[config.mk]
export PLATFORM = sky130hd
export DESIGN_NAME = seq_divider
export DESIGN_NICKNAME = d
export VERILOG_FILES = /design/src/rtl/seq_divider.sv
export SDC_FILE = /design/constraint.sdc
export NUM_CORES = 1
export LEC_CHECK = 0
export BUFFER_PORTS_ARGS = -buffer_cell sky130_fd_sc_hd__buf_2
export CORE_UTILIZATION = 58
export CTS_CLUSTER_DIAMETER = 60
export DETAILED_ROUTE_END_ITERATION = 16
export GPL_TIMING_DRIVEN = 1
export PLACE_DENSITY = 0.91
export SYNTH_ARGS = -nofsm -noshare
export SYNTH_HDL_FRONTEND = slang
export SYNTH_SLANG_ARGS = --single-unit
[constraint.sdc]
create_clock -name CLK -period 3.4 [get_ports CLK]
set_input_delay 0.17 -clock CLK [delete_from_list [all_inputs] [get_ports CLK]]
set_output_delay 0.17 -clock CLK [all_outputs]
set_load 0.05 [all_outputs]
[src/rtl/seq_divider.sv]
// seq_divider: multi-cycle unsigned restoring divider, one quotient bit per
// clock, with a START/DONE handshake.
//
// Ports
//   CLK       in   1      rising-edge clock
//   RST       in   1      asynchronous reset, active low
//   START     in   1      divide request, sampled only in IDLE
//   DVND      in   WIDTH  dividend, captured on the accepting edge
//   DVSR      in   WIDTH  divisor, captured on the accepting edge
//   QUOT      out  WIDTH  quotient, updated on completion and then held
//   REM       out  WIDTH  remainder, updated on completion and then held
//   BUSY      out  1      high while iterating
//   DONE      out  1      one-cycle completion pulse
//   DIV_ZERO  out  1      last completed divide had a zero divisor
//
// state   | meaning
// --------+-----------------------------------------------------------
// ST_IDLE | waiting for START; results from the last divide are held
// ST_RUN  | one restoring step per edge, cnt counts down to 0
// ST_DONE | results just updated, DONE asserted for this cycle only
module seq_divider #(
  parameter int WIDTH = 32
) (
  input  logic             CLK,
  input  logic             RST,
  input  logic             START,
  input  logic [WIDTH-1:0] DVND,
  input  logic [WIDTH-1:0] DVSR,
  output logic [WIDTH-1:0] QUOT,
  output logic [WIDTH-1:0] REM,
  output logic             BUSY,
  output logic             DONE,
  output logic             DIV_ZERO
);

  localparam int CW = $clog2(WIDTH);

  localparam logic [1:0] ST_IDLE = 2'd0;
  localparam logic [1:0] ST_RUN  = 2'd1;
  localparam logic [1:0] ST_DONE = 2'd2;

  logic [1:0]       state;
  logic [CW-1:0]    cnt;
  logic [WIDTH-1:0] divisor;
  logic [WIDTH-1:0] p;      // partial remainder; always < divisor, so the top bit is implicit 0
  logic [WIDTH-1:0] q;      // dividend shifting out the top, quotient bits shifting in
  logic [WIDTH:0]   p_shift;
  logic [WIDTH:0]   diff;
  logic [WIDTH-1:0] p_next;
  logic [WIDTH-1:0] q_next;

  // One restoring step: shift the next dividend bit into P, trial-subtract.
  always_comb begin
    p_shift = {p, q[WIDTH-1]};
    diff    = p_shift - {1'b0, divisor};
    if (!diff[WIDTH]) begin
      p_next = diff[WIDTH-1:0];
      q_next = {q[WIDTH-2:0], 1'b1};
    end else begin
      p_next = p_shift[WIDTH-1:0];
      q_next = {q[WIDTH-2:0], 1'b0};
    end
  end

  assign BUSY = (state == ST_RUN);
  assign DONE = (state == ST_DONE);

  always_ff @(posedge CLK or negedge RST) begin
    if (!RST) begin
      state    <= ST_IDLE;
      cnt      <= '0;
      divisor  <= '0;
      p        <= '0;
      q        <= '0;
      QUOT     <= '0;
      REM      <= '0;
      DIV_ZERO <= 1'b0;
    end else begin
      case (state)
        ST_IDLE: begin
          if (START) begin
            divisor <= DVSR;
            p       <= '0;
            q       <= DVND;
            if (DVSR == '0) begin
              // No iteration for a zero divisor: publish the fixed result now.
              QUOT     <= '1;
              REM      <= DVND;
              DIV_ZERO <= 1'b1;
              state    <= ST_DONE;
            end else begin
              cnt   <= CW'(WIDTH - 1);
              state <= ST_RUN;
            end
          end
        end
        ST_RUN: begin
          p <= p_next;
          q <= q_next;
          if (cnt == '0) begin
            QUOT     <= q_next;
            REM      <= p_next;
            DIV_ZERO <= 1'b0;
            state    <= ST_DONE;
          end else begin
            cnt <= cnt - 1'b1;
          end
        end
        ST_DONE: state <= ST_IDLE;
        default: state <= ST_IDLE;
      endcase
    end
  end

endmodule

# After elaboration in Yosys (flattened, before gate mapping)
# Cells that the tools add are included.
# word_totals
ff_bits	168
in_bits	67
out_inout_bits	67
wordCells	52
# op_classes
add_sub_neg	2
eq_ne	7
n_mux	26
reduce_logical	9
# ops
op	n
32-bit 2-to-1 mux	9
32-bit case mux with 2 select lines	4
33-bit by 32-bit subtractor with 33-bit output	1
32-bit logical NOT	1
5-bit 2-to-1 mux	3
5-bit case mux with 2 select lines	1
2-bit inequality test, second input constant	4
4-bit AND reduction	2
2-bit 2-to-1 mux	3
2-bit AND reduction	3
5-bit logical NOT	1
5-bit by 1-bit subtractor with 5-bit output, second input constant	1
1-bit 2-to-1 mux	4
2-bit case mux with 2 select lines	1
2-bit by 1-bit == test with 1-bit output, second input constant	1
2-bit == test, second input constant	1
2-bit logical NOT	1
2-bit by 1-bit inequality test with 1-bit output, second input constant	1
1-bit case mux with 2 select lines	1
2-bit nonzero test	1

# Longest topological paths before layout
# logic_depth
word_depth	4
ltp_mapped	16
depth_no_buf	12

# Worst setup path before layout
# OpenSTA, ideal clock, no wires.
# synth_path
kind	register -> register
startpoint	register divisor[0]
endpoint	register REM[6]
setup_ns	0.126
arrival_ns	2.883
required_time_ns	3.274
setup_slack_ns	0.391
stages_incl_launch_ff	15
n_path_buf	3
synth_period_minus_slack_ns	3.009
cell_sequence	dfrtp_1 > ha_1 > fa_1 > nand2b_1 > a21oi_2 > o211ai_1 > o31ai_2 > o21ai_2 > and3_4 > buf_6 > or2_1 > buf_6 > buf_6 > and3_1 > o32a_1
# synth_via
elab_chain_cells	4
# synth_lines
element	line	rtl
start, declared	44	logic [WIDTH-1:0] divisor;
start signal, assigned	72	divisor <= '0;
start signal, assigned	82	divisor <= DVSR;
33-bit by 32-bit subtractor with 33-bit output	55	diff = p_shift - {1'b0, divisor};
32-bit 2-to-1 mux	56	if (!diff[WIDTH]) begin
32-bit 2-to-1 mux	100	if (cnt == '0) begin
32-bit case mux with 2 select lines	79	case (state)
end signal, assigned	102	REM <= p_next;
end, declared	30	output logic [WIDTH-1:0] REM,
# Every way passes these cells. The select of a mux whose other input is x is not followed.
# A chain may end at the register's enable or synchronous reset.

# Worst setup path in the final report
# layout_path
startpoint	register q[31]
endpoint	register REM[6]
# layout_via
elab_chain_cells	4
# layout_lines
element	line	rtl
start, declared	46	logic [WIDTH-1:0] q;
start signal, assigned	99	q <= q_next;
33-bit by 32-bit subtractor with 33-bit output	55	
32-bit 2-to-1 mux	56	
32-bit 2-to-1 mux	100	
32-bit case mux with 2 select lines	79	
# Every way passes these cells. The select of a mux whose other input is x is not followed.

==> parameters.txt <==
Parameter                              Value

Synthesis
  Average cell area after synthesis ... 8.62 sq um
  Number of synthesized register bits ... 168
  Number of synthesized flops with an enable pin ... 0
  Nets in the synthesized netlist ... 1152
  Async set-or-reset flop fraction in the synthesized netlist ... 1.00
  Register area share after synthesis ... 0.464
  Netlist area before placement ... 9050 sq um
  Number of distinct library cell variants in the gate-level netlist after synthesis ... 71
  Most used flip-flop cell after synthesis ... sky130_fd_sc_hd__dfrtp_1
  Count of yosys warnings during synthesis ... 0
  Number of instances in the synthesized netlist ... 1050

Global routing
  Largest net degree at the start of global routing ... 97
  Global-route wire length before repair ... 42100 um
  Number of antenna violations at the first check in global routing ... 1
  Global route overflow ... 0
  Via count of the first global-routing pass ... 8226
  Overall track demand over capacity in global routing ... 0.337

Drt
  Remaining number of nets flagged by the antenna check after routing ... 0
  Number of violations reported at the end of detailed-routing iteration 0 ... 1053
  DRC violation count after routing ... 0
  Length of the first detailed-routing pass in iterations ... 7
  Final routed wire length divided by cell count ... 18.9 um
  Via count ... 8555
  Total routed wirelength ... 26200 um
  Via density ... 6.18

Setup path
  Critical path required time ... 3760 ps
  Maximum fanout count along the critical path ... 33
  Critical path start-end classification ... register to register
  Crit path arrival time ... 3680 ps
  Sort of element at the end of the critical path ... register
  CP Launch Type ... register

Timing
  Post-route clock skew ... 8.08 ps
  Setup repair after global routing missed its margin ... true
  Relative slew margins ... 0.401
  Minimum clock period after layout ... 3310 ps
  Fmax ... 302 MHz
  Final-report setup violation count ... 0
  Crit path setup slack, layout ... 88.6 ps
  Worst slew pin tran ... 899 ps
  Hold violation total from the final report ... 0
  Period utilization ... 0.974
  Final number of max-transition violations ... 0

Floorplan
  Placeable core region ... 15200 sq um
  Die Ht ... 127 um
  Rows ... 45
  Starting density of the core ... 0.596
  Number of top-level pins ... 134
  Width of the chip ... 127 um
  Floorplan die area ... 16100 sq um

Layout
  Fraction of layout cells with a size suffix above 1 ... 0.176
  Post-route cell area ... 10800 sq um
  Leading cell type in the layout, fill and taps excluded ... sky130_fd_sc_hd__nand2_1
  Post-layout net count ... 1286
  Final Non-Filler Cells ... 1385
  Number of filler instances in the final layout ... 1153
  Inserted Diodes ... 0
  Highest-count cells in the layout ignoring fill and taps ... 233 x sky130_fd_sc_hd__nand2_1, 168 x sky130_fd_sc_hd__dfrtp_1, 132 x sky130_fd_sc_hd__buf_2
  Layout overhead on the synthesized area ... 19.7%

Clocking
  Clock network latency to the later pin of the worst-skew pair ... 430 ps
  Clock input transition at the sequential cells of the worst setup and hold paths ... 70 ps
  Root Buffer Master ... sky130_fd_sc_hd__clkbuf_16
  Total clock buffers created by CTS ... 17
  Bufs on Longest Clock Path ... 2
  Post-CTS repair timing setup buffer count ... 0
  Total number of clock tree sinks ... 168
  TritonCTS clock tree ... built
  H-tree lvl count ... 4

Placement
  Cell Area, Placed ... 9870 sq um
  Count of placed standard cells including taps ... 1324
  Setup Slack @ Placement ... 63.2 ps
  Number of buffers inserted by port buffering ... 133
  Final estimated routing congestion in global placement ... 0.964
  DP Wirelength ... 18000 um

Status
  Result of the run ... finished clean

Min path
  Class of the tightest hold or removal check ... primary input to register

Job
  Max-cap violations ... 0
## per-layer routing
layer	up-vias	wire length, um	part of all wire	global-route usage
met5	-	13	0.00050	0
met2	440	13100	0.50	0.574
met4	2	1160	0.044	0.152
li1	3946	-	-	-
met1	4066	10300	0.39	0.419
met3	101	1620	0.062	0.0620
## kinds of logic (layout without fill, tap and decap cells)
| group | count (synthesis) | after routing | synth area share |
|---|---|---|---|
| AO/OA/AOI/OAI | 269 | 269 | 0.189 |
| XOR/XNOR | 27 | 27 | 0.0261 |
| adder cells (fa/ha/maj) | 35 | 35 | 0.0492 |
| buffers and inverters | 112 | 259 | 0.0528 |
| flip-flops | 168 | 168 | 0.464 |
| multiplexers | 9 | 9 | 0.0101 |
| AND/OR/NAND/NOR | 430 | 430 | 0.209 |
## area by class of cell
| type | count | area (sq um) | area share |
|---|---|---|---|
| sequential | 168 | 4200 | 0.388 |
| timing repair buffer | 182 | 1150 | 0.106 |
| inverter | 45 | 169 | 0.0156 |
| clock buffer | 20 | 457 | 0.0421 |
| multi-input combinational | 770 | 4410 | 0.407 |
| tap | 188 | 235 | 0.0217 |
| clock inverter | 12 | 211 | 0.0195 |
## critical path, stage by stage, from the launching register on
cell                       delay [ps]
sky130_fd_sc_hd__dfrtp_1          370
sky130_fd_sc_hd__inv_1             70
sky130_fd_sc_hd__ha_1             200
sky130_fd_sc_hd__fa_1             390
sky130_fd_sc_hd__nand2b_1         230
sky130_fd_sc_hd__a21oi_4          230
sky130_fd_sc_hd__o211ai_1         150
sky130_fd_sc_hd__o31ai_2          130
sky130_fd_sc_hd__o21ai_2          120
sky130_fd_sc_hd__and3_4           240
sky130_fd_sc_hd__or2_1            250
sky130_fd_sc_hd__buf_12           180
sky130_fd_sc_hd__nor4b_1          450
sky130_fd_sc_hd__o32a_1           240
## final timing paths
check	start	cells past startpoint	slack (ps)	to
setup / recovery	q[31]	13	90	REM[6]
hold / removal	DVSR[14]	3	0.08	divisor[14]
setup reg to reg	q[31]	13	90	REM[6]
hold reg to reg	QUOT[18]	2	460	QUOT[18]
max in group asynchronous	RST	3	2090	p[30]
min in group asynchronous	RST	2	420	cnt[1]
## per-stage QoR
step / setup TNS, ps / util / hold WS, ps
2_1_floorplan: 0 / - / -126
3_3_place_gp: 0 / 0.649 / 327
3_5_place_dp: 0 / 0.649 / 335
4_1_cts: 0 / 0.712 / 0.685
5_1_grt: -67.1 / 0.713 / 12.0
6_report: 0 / 0.713 / 0.0822
## what timing repair did
action,4_1_cts,5_1_grt
hold buffers,29,0
setup endpoints to repair,0,11
endpoints found under the hold margin,122,0
gates resized for setup,0,3
## registers in the layout, summed over array words and instances, names as in the netlist
signal    flops
DIV_ZERO      1
QUOT         32
REM          32
cnt           5
divisor      32
p            32
q            32
state         2
## cells in the mapped netlist, types with 9 or more instances
library cell                 n  area share
sky130_fd_sc_hd__ha_1       34       0.047
sky130_fd_sc_hd__nor3_1     23       0.013
sky130_fd_sc_hd__xor2_1      9      0.0087
sky130_fd_sc_hd__nor2_1     79       0.033
sky130_fd_sc_hd__buf_2      10      0.0055
sky130_fd_sc_hd__inv_1      45       0.019
sky130_fd_sc_hd__a31oi_1    40       0.028
sky130_fd_sc_hd__xnor2_1    18       0.017
sky130_fd_sc_hd__a21oi_1    39       0.022
sky130_fd_sc_hd__o21ai_0   102       0.056
sky130_fd_sc_hd__nand2_1   233       0.097
sky130_fd_sc_hd__nand4_1    11      0.0076
sky130_fd_sc_hd__nand3_1    33       0.018
sky130_fd_sc_hd__dfrtp_1   168        0.46
sky130_fd_sc_hd__nor4_1     12      0.0083
sky130_fd_sc_hd__clkbuf_1   42       0.017
Power is not shown: default switching activity piles up to over one toggle a cycle in this logic, so the estimate is an artifact.
